==> src/rtl/ll_telemetry_tx_pkg.sv <==
// Shared types and constants for the telemetry transmitter.
// Holds the FSM state enum, ASCII codes and the BCD helpers.
package ll_tx_pkg;

    typedef enum logic [1:0] {
        IDLE,
        PRESENT,
        STROBE,
        GAP
    } tx_state_t;

    // Lander state captured when a frame starts.
    typedef struct packed {
        logic [15:0] alt;
        logic [15:0] vel;
        logic [15:0] fuel;
        logic [3:0]  thrust;
        logic        land;
        logic        crash;
    } snap_t;

    localparam logic [7:0] CH_A     = 8'h41;
    localparam logic [7:0] CH_V     = 8'h56;
    localparam logic [7:0] CH_F     = 8'h46;
    localparam logic [7:0] CH_T     = 8'h54;
    localparam logic [7:0] CH_PLUS  = 8'h2B;
    localparam logic [7:0] CH_MINUS = 8'h2D;
    localparam logic [7:0] CH_L     = 8'h4C;
    localparam logic [7:0] CH_X     = 8'h58;
    localparam logic [7:0] CH_DASH  = 8'h2D;
    localparam logic [7:0] CH_Q     = 8'h3F;
    localparam logic [7:0] CH_0     = 8'h30;
    localparam logic [7:0] CR       = 8'h0D;
    localparam logic [7:0] LF       = 8'h0A;

    localparam int unsigned FRAME_LEN_EOL   = 25;
    localparam int unsigned FRAME_LEN_NOEOL = 23;

    // One BCD digit to ASCII; non-decimal nibbles print as '?'.
    function automatic logic [7:0] digit_ascii(
        input logic [3:0] d
    );
        if (d > 4'd9) begin
            digit_ascii = CH_Q;
        end else begin
            digit_ascii = CH_0 + {4'h0, d};
        end
    endfunction

    // 0000 - v (mod 10^4) in BCD, the same result bcdaddsub4
    // gives with a=0, op=1. Ripples a decimal borrow upward.
    function automatic logic [15:0] bcd_neg4(
        input logic [15:0] v
    );
        logic [15:0] r;
        logic        b;
        logic [4:0]  t;
        r = '0;
        b = 1'b0;
        for (int i = 0; i < 4; i++) begin
            t = 5'd0 - {1'b0, v[4*i +: 4]} - {4'b0, b};
            if (t[4]) begin
                t = t + 5'd10;
                b = 1'b1;
            end else begin
                b = 1'b0;
            end
            r[4*i +: 4] = t[3:0];
        end
        bcd_neg4 = r;
    endfunction

endpackage

==> src/rtl/ll_telemetry_tx_if.sv <==
// Host-side bundle of the telemetry transmitter: lander state in,
// UART byte port and status flags out. master = driver, slave = tx.
interface ll_telemetry_tx_if;
    logic        send;
    logic [15:0] alt;
    logic [15:0] vel;
    logic [15:0] fuel;
    logic [15:0] thrust;
    logic        land;
    logic        crash;
    logic        txready;
    logic [7:0]  txdata;
    logic        txclk;
    logic        busy;
    logic        frame_done;
    logic        overrun;

    modport master (
        output send, alt, vel, fuel, thrust,
        output land, crash, txready,
        input  txdata, txclk, busy,
        input  frame_done, overrun
    );

    modport slave (
        input  send, alt, vel, fuel, thrust,
        input  land, crash, txready,
        output txdata, txclk, busy,
        output frame_done, overrun
    );
endinterface

==> src/rtl/ll_telemetry_tx_frame_byte.sv <==
// Combinational frame formatter: snapshot + index -> ASCII byte.
// Ports: i_snap (captured state), i_idx (0..24), o_byte.
module ll_frame_byte
    import ll_tx_pkg::*;
#(
    parameter logic [7:0] SEP = 8'h20
) (
    input  snap_t      i_snap,
    input  logic [4:0] i_idx,
    output logic [7:0] o_byte
);

    logic        w_neg;
    logic [15:0] w_mag;
    logic [7:0]  w_sign;
    logic [7:0]  w_status;

    assign w_neg  = i_snap.vel[15];
    assign w_mag  = w_neg ? bcd_neg4(i_snap.vel)
                          : i_snap.vel;
    assign w_sign = w_neg ? CH_MINUS : CH_PLUS;

    // crash outranks land
    assign w_status = i_snap.crash ? CH_X
                    : i_snap.land  ? CH_L
                    : CH_DASH;

    always_comb begin
        o_byte = 8'h00;
        case (i_idx)
            5'd0:  o_byte = CH_A;
            5'd1:  o_byte = digit_ascii(i_snap.alt[15:12]);
            5'd2:  o_byte = digit_ascii(i_snap.alt[11:8]);
            5'd3:  o_byte = digit_ascii(i_snap.alt[7:4]);
            5'd4:  o_byte = digit_ascii(i_snap.alt[3:0]);
            5'd5:  o_byte = SEP;
            5'd6:  o_byte = CH_V;
            5'd7:  o_byte = w_sign;
            5'd8:  o_byte = digit_ascii(w_mag[15:12]);
            5'd9:  o_byte = digit_ascii(w_mag[11:8]);
            5'd10: o_byte = digit_ascii(w_mag[7:4]);
            5'd11: o_byte = digit_ascii(w_mag[3:0]);
            5'd12: o_byte = SEP;
            5'd13: o_byte = CH_F;
            5'd14: o_byte = digit_ascii(i_snap.fuel[15:12]);
            5'd15: o_byte = digit_ascii(i_snap.fuel[11:8]);
            5'd16: o_byte = digit_ascii(i_snap.fuel[7:4]);
            5'd17: o_byte = digit_ascii(i_snap.fuel[3:0]);
            5'd18: o_byte = SEP;
            5'd19: o_byte = CH_T;
            5'd20: o_byte = digit_ascii(i_snap.thrust);
            5'd21: o_byte = SEP;
            5'd22: o_byte = w_status;
            5'd23: o_byte = CR;
            5'd24: o_byte = LF;
            default: o_byte = 8'h00;
        endcase
    end

endmodule

==> src/rtl/ll_telemetry_tx.sv <==
// Lunar-lander telemetry transmitter: snapshots state on send and
// shifts one ASCII line out the UART byte port. Ports: clk, rst, bus.
module ll_telemetry_tx
    import ll_tx_pkg::*;
#(
    parameter bit         EOL_EN = 1'b1,
    parameter logic [7:0] SEP    = 8'h20
) (
    input logic              clk,
    input logic              rst,
    ll_telemetry_tx_if.slave bus
);

    localparam logic [4:0] LAST_IDX = EOL_EN
        ? 5'(FRAME_LEN_EOL - 1)
        : 5'(FRAME_LEN_NOEOL - 1);

    tx_state_t  r_state, w_state;
    snap_t      r_snap, w_snap;
    logic [4:0] r_idx, w_idx;
    logic [7:0] r_txdata, w_txdata;
    logic       r_txclk, w_txclk;
    logic       r_busy, w_busy;
    logic       r_done, w_done;
    logic       r_overrun, w_overrun;
    logic [7:0] w_byte;
    logic       w_unused_thrust;

    // only the ones digit of thrust is transmitted
    assign w_unused_thrust = ^bus.thrust[15:4];

    ll_frame_byte #(
        .SEP    (SEP)
    ) u_fb (
        .i_snap (r_snap),
        .i_idx  (r_idx),
        .o_byte (w_byte)
    );

    always_comb begin
        w_state   = r_state;
        w_snap    = r_snap;
        w_idx     = r_idx;
        w_txdata  = r_txdata;
        w_txclk   = 1'b0;
        w_busy    = r_busy;
        w_done    = 1'b0;
        w_overrun = r_overrun;
        if (bus.send && r_state != IDLE) begin
            w_overrun = 1'b1;
        end
        unique case (r_state)
            IDLE: begin
                if (bus.send) begin
                    w_snap.alt    = bus.alt;
                    w_snap.vel    = bus.vel;
                    w_snap.fuel   = bus.fuel;
                    w_snap.thrust = bus.thrust[3:0];
                    w_snap.land   = bus.land;
                    w_snap.crash  = bus.crash;
                    w_idx         = 5'd0;
                    w_busy        = 1'b1;
                    w_state       = PRESENT;
                end
            end
            PRESENT: begin
                w_txdata = w_byte;
                if (bus.txready) begin
                    w_state = STROBE;
                end
            end
            STROBE: begin
                w_txclk = 1'b1;
                w_state = GAP;
            end
            GAP: begin
                if (r_idx == LAST_IDX) begin
                    w_idx   = 5'd0;
                    w_done  = 1'b1;
                    w_busy  = 1'b0;
                    w_state = IDLE;
                end else begin
                    w_idx   = r_idx + 5'd1;
                    w_state = PRESENT;
                end
            end
            default: w_state = IDLE;
        endcase
    end

    always_ff @(posedge clk) begin
        if (rst) begin
            r_state   <= IDLE;
            r_snap    <= '0;
            r_idx     <= 5'd0;
            r_txdata  <= 8'h00;
            r_txclk   <= 1'b0;
            r_busy    <= 1'b0;
            r_done    <= 1'b0;
            r_overrun <= 1'b0;
        end else begin
            r_state   <= w_state;
            r_snap    <= w_snap;
            r_idx     <= w_idx;
            r_txdata  <= w_txdata;
            r_txclk   <= w_txclk;
            r_busy    <= w_busy;
            r_done    <= w_done;
            r_overrun <= w_overrun;
        end
    end

    assign bus.txdata     = r_txdata;
    assign bus.txclk      = r_txclk;
    assign bus.busy       = r_busy;
    assign bus.frame_done = r_done;
    assign bus.overrun    = r_overrun;

endmodule

==> src/flat_wrapper.sv <==
// flat-port wrapper written by rule: the top's interface ports become plain ports
module ll_telemetry_tx_flat import ll_tx_pkg::*;
#(
    parameter bit         EOL_EN = 1'b1,
    parameter logic [7:0] SEP    = 8'h20
)
  (clk, rst, bus_send, bus_alt, bus_vel, bus_fuel, bus_thrust, bus_land, bus_crash, bus_txready, bus_txdata, bus_txclk, bus_busy, bus_frame_done, bus_overrun);
  ll_telemetry_tx_if bus_i ();
  input logic clk;
  input logic rst;
  input wire logic [$bits(bus_i.send)-1:0] bus_send;
  input wire logic [$bits(bus_i.alt)-1:0] bus_alt;
  input wire logic [$bits(bus_i.vel)-1:0] bus_vel;
  input wire logic [$bits(bus_i.fuel)-1:0] bus_fuel;
  input wire logic [$bits(bus_i.thrust)-1:0] bus_thrust;
  input wire logic [$bits(bus_i.land)-1:0] bus_land;
  input wire logic [$bits(bus_i.crash)-1:0] bus_crash;
  input wire logic [$bits(bus_i.txready)-1:0] bus_txready;
  output wire logic [$bits(bus_i.txdata)-1:0] bus_txdata;
  output wire logic [$bits(bus_i.txclk)-1:0] bus_txclk;
  output wire logic [$bits(bus_i.busy)-1:0] bus_busy;
  output wire logic [$bits(bus_i.frame_done)-1:0] bus_frame_done;
  output wire logic [$bits(bus_i.overrun)-1:0] bus_overrun;
  assign bus_i.send = bus_send;
  assign bus_i.alt = bus_alt;
  assign bus_i.vel = bus_vel;
  assign bus_i.fuel = bus_fuel;
  assign bus_i.thrust = bus_thrust;
  assign bus_i.land = bus_land;
  assign bus_i.crash = bus_crash;
  assign bus_i.txready = bus_txready;
  assign bus_txdata = bus_i.txdata;
  assign bus_txclk = bus_i.txclk;
  assign bus_busy = bus_i.busy;
  assign bus_frame_done = bus_i.frame_done;
  assign bus_overrun = bus_i.overrun;
  ll_telemetry_tx #(.EOL_EN(EOL_EN), .SEP(SEP)) u_core (.clk(clk), .rst(rst), .bus(bus_i));
endmodule
==> config.mk <==
export PLATFORM = sky130hd
export DESIGN_NAME = ll_telemetry_tx_flat
export DESIGN_NICKNAME = d
export VERILOG_FILES = /design/src/rtl/ll_telemetry_tx_pkg.sv /design/src/rtl/ll_telemetry_tx_if.sv /design/src/rtl/ll_telemetry_tx_frame_byte.sv /design/src/rtl/ll_telemetry_tx.sv /design/src/flat_wrapper.sv
export SDC_FILE = /design/constraint.sdc
export NUM_CORES = 1
export LEC_CHECK = 0
export ABC_AREA = 0
export ABC_CLOCK_PERIOD_IN_PS = 6450
export BUFFER_PORTS_ARGS = -buffer_cell sky130_fd_sc_hd__buf_2
export CELL_PAD_IN_SITES_DETAIL_PLACEMENT = 1
export CELL_PAD_IN_SITES_GLOBAL_PLACEMENT = 1
export CORE_MARGIN = 4
export CORE_UTILIZATION = 41
export CTS_CLUSTER_SIZE = 20
export DETAILED_ROUTE_END_ITERATION = 8
export HOLD_SLACK_MARGIN = 0.02
export PLACE_DENSITY_LB_ADDON = 0.15
export SLEW_MARGIN = 0
export SYNTH_ARGS = -nofsm -noshare
export SYNTH_HDL_FRONTEND = slang
export SYNTH_SLANG_ARGS = --single-unit
==> constraint.sdc <==
create_clock -name clk -period 6.45 [get_ports clk]
set_input_delay 0 -clock clk [delete_from_list [all_inputs] [get_ports clk]]
set_output_delay 0 -clock clk [all_outputs]
set_load 0.03 [all_outputs]
==> results.sh <==
export IMPL_clk_path_buf_depth=2
export IMPL_power_density_nw_per_um2=381
export IMPL_synth_cell_area_um2=4570
export IMPL_clk_latency_ns=0.37
export IMPL_h_tree_depth=3
export IMPL_nets=821
export IMPL_critPathLaunchType="flip-flop"
export IMPL_hold_viol=0
export IMPL_antenna_left=0
export IMPL_ys_top_cells_by_area="dfxtp_1 (32%), nand2_1 (11%), a21oi_1 (9.8%)"
export IMPL_dp_cells=793
export IMPL_crit_required_ns=6.75
export IMPL_setup_tns_ns=0
export IMPL_drive_gt1_frac=0.137
export IMPL_core_area_um2=10900
export IMPL_instances_no_fill=864
export IMPL_skew_ns=0.00844
export IMPL_synth_edf_count=0
export IMPL_grt_max_degree=67
export IMPL_drt_iter0_markers=233
export IMPL_p_leak_nw=2.31
export IMPL_setup_violations=0
export IMPL_io_pins=82
export IMPL_diodes=0
export IMPL_netlist_instances=619
export IMPL_grt_pass1_wl_um=25000
export IMPL_worstMarginPinSlew_ns=1.04
export IMPL_cts_tree="built"
export IMPL_drv_cap=0
export IMPL_grt_pass1_vias=5087
export IMPL_async_flop_share=0
export IMPL_grt_usage=0.241
export IMPL_cts_resized=0
export IMPL_r2r_slack_ns=0.67
export IMPL_synth_ff_type="dfxtp_1"
export IMPL_syn_nets=721
export IMPL_total_power_mw=2.18
export IMPL_num_rows=38
export IMPL_outcome="complete, no violations"
export IMPL_num_vias=4771
export IMPL_die_area_um2=12900
export IMPL_drc=0
export IMPL_ys_seq_elements=72
export IMPL_relSlewSlack=0.305
export IMPL_max_freq_mhz=173
export IMPL_yosys_area_top_type_share=0.315
export IMPL_die_w_um=114
export IMPL_worstPathMaxFanout=7
export IMPL_wl_per_cell_um=17.2
export IMPL_worstSetupPathType="reg2reg"
export IMPL_yosys_warnings=0
export IMPL_clockRootBuffer="clkbuf_8"
export IMPL_min_path_type="in2reg"
export IMPL_port_buffers=68
export IMPL_cts_made_buffers=9
export IMPL_gp_congestion=0.905
export IMPL_die_h_um=114
export IMPL_area_growth_pct=25.4
export IMPL_initial_core_util=0.420
export IMPL_critPathCaptureType="flip-flop"
export IMPL_vias_per_cell=5.52
export IMPL_fillerInstances=1389
export IMPL_arrival_ns=6.08
export IMPL_wirelength_um=14900
export IMPL_dp_hpwl_um=10100
export IMPL_final_common_cell="nand2_1"
export IMPL_finalMaxSlewViolations=0
export IMPL_seq_area_frac_synth=0.315
export IMPL_yosys_area_top_type="dfxtp_1"
export IMPL_cts_sinks=72
export IMPL_min_period_over_period=0.896
export IMPL_min_period_ns=5.78
export IMPL_holdWs_ns=0.0800
export IMPL_clk_pin_slew_ns=0.08
export IMPL_firstDrtPassIters=4
export IMPL_synth_area_per_cell_um2=7.39
export IMPL_rsz0062_at_grt="no"
export IMPL_vdd_drop_max_uv=203
export IMPL_grt_antenna_before_repair=0
export IMPL_layout_common_cells="nand2_1 (131), a21oi_1 (90), dfxtp_1 (72), buf_2 (68), dlygate4sd3_1 (55)"
export IMPL_grt_overflow_total=0
export IMPL_netlist_cell_type_count=62
==> cells by family after synthesis <==
group	count (synthesis)	share of synthesized area
flops	72	0.315
fa+ha+maj	32	0.0875
other cells	1	0.000820
xor+xnor	15	0.0287
simple gates	225	0.222
compound gates	183	0.249
buf+inv	77	0.0665
mux	14	0.0309
==> path summary, 6_finish.rpt <==
check                                       start                   end  depth (start not counted)
worst max register to register  u_core.r_snap[23]  u_core.bus.txdata[0]                         22
worst min register to register   u_core.r_snap[6]      u_core.r_snap[6]                          2
worst min-delay path                  bus_txready     u_core.r_state[1]                          4
worst max-delay path            u_core.r_snap[23]  u_core.bus.txdata[0]                         22
==> cells in the mapped netlist, types with 3 or more instances <==
cell	number
inv_1	39
nand2b_1	7
dfxtp_1	72
o22ai_1	9
and3_1	3
a21o_1	7
xor2_1	6
xnor2_1	9
nand2_1	131
a21oi_1	90
nand3_1	9
nor2_1	31
ha_1	32
o21a_1	8
buf_1	4
nor3_1	16
or3_1	3
buf_2	9
o21ai_0	23
clkbuf_1	23
nand4_1	3
a31oi_1	6
a22oi_1	3
nor4_1	5
o211ai_1	3
o32ai_1	3
a211oi_1	7
mux2i_1	13
or4bb_1	3
==> report_power, final <==
group / switching, mW / internal (mW)
sequential: 0.105 / 0.537
clock: 0.188 / 0.230
combinational: 0.678 / 0.446
total: 0.971 / 1.21
==> cell type report <==
cell class	instances	area [um2]	area share
Timing Repair Buffer	126	913	0.159
Multi-Input combinational cell	470	2830	0.493
Inverter	40	150	0.0262
Sequential cell	72	1440	0.251
Clock buffer	10	138	0.0240
Clock inverter	6	90.1	0.0157
Tap cell	140	175	0.0305
==> sequential cells by signal, indices dropped and copies added (netlist names) <==
register / cells
u_core.bus.txdata: 7
u_core.r_idx: 5
u_core.bus.busy: 1
u_core.bus.frame_done: 1
u_core.bus.txclk: 1
u_core.bus.overrun: 1
u_core.r_state: 2
u_core.r_snap: 54
==> layer usage <==
layer | part of all wire | global-route usage | wire length (um) | vias to the layer above
li1 | - | - | - | 2346
met2 | 0.51 | 0.436 | 7590 | 106
met5 | 0 | 0 | 0 | -
met3 | 0.042 | 0.0477 | 619 | 26
met1 | 0.43 | 0.282 | 6360 | 2293
met4 | 0.021 | 0.0817 | 318 | 0
==> critical path: stages (launching register included) <==
cell and delay [ns]:
dfxtp_1 0.38, inv_1 0.11, ha_1 0.23, nor3b_1 0.64
ha_1 0.28, ha_1 0.19, a211oi_2 0.12, xnor2_1 0.22
ha_1 0.25, ha_1 0.24, a211oi_4 0.34, xnor2_1 0.23
ha_1 0.21, ha_1 0.18, inv_1 0.05, ha_1 0.29
inv_1 0.06, ha_1 0.22, or3_1 0.41, a211oi_1 0.49
o211ai_1 0.20, o2111a_1 0.18, a31oi_1 0.18
==> per-stage QoR <==
step                      utilization  setup slack [ns]  cell area (um2)
after floorplan                     -              1.63             4570
after global placement          0.456              1.15             4960
after CTS                       0.527             0.753             5740
after detailed placement        0.456             0.826             4960
after global routing            0.527             0.318             5740
final                           0.527             0.668             5740
==> timing repair <==
| action | 4_1_cts | 5_1_grt |
|---|---|---|
| buffers inserted | 0 | 0 |
| hold endpoints to repair | 55 | 0 |
| hold buffers | 55 | 0 |
Note: power is estimated with default switching activity, not from simulation.
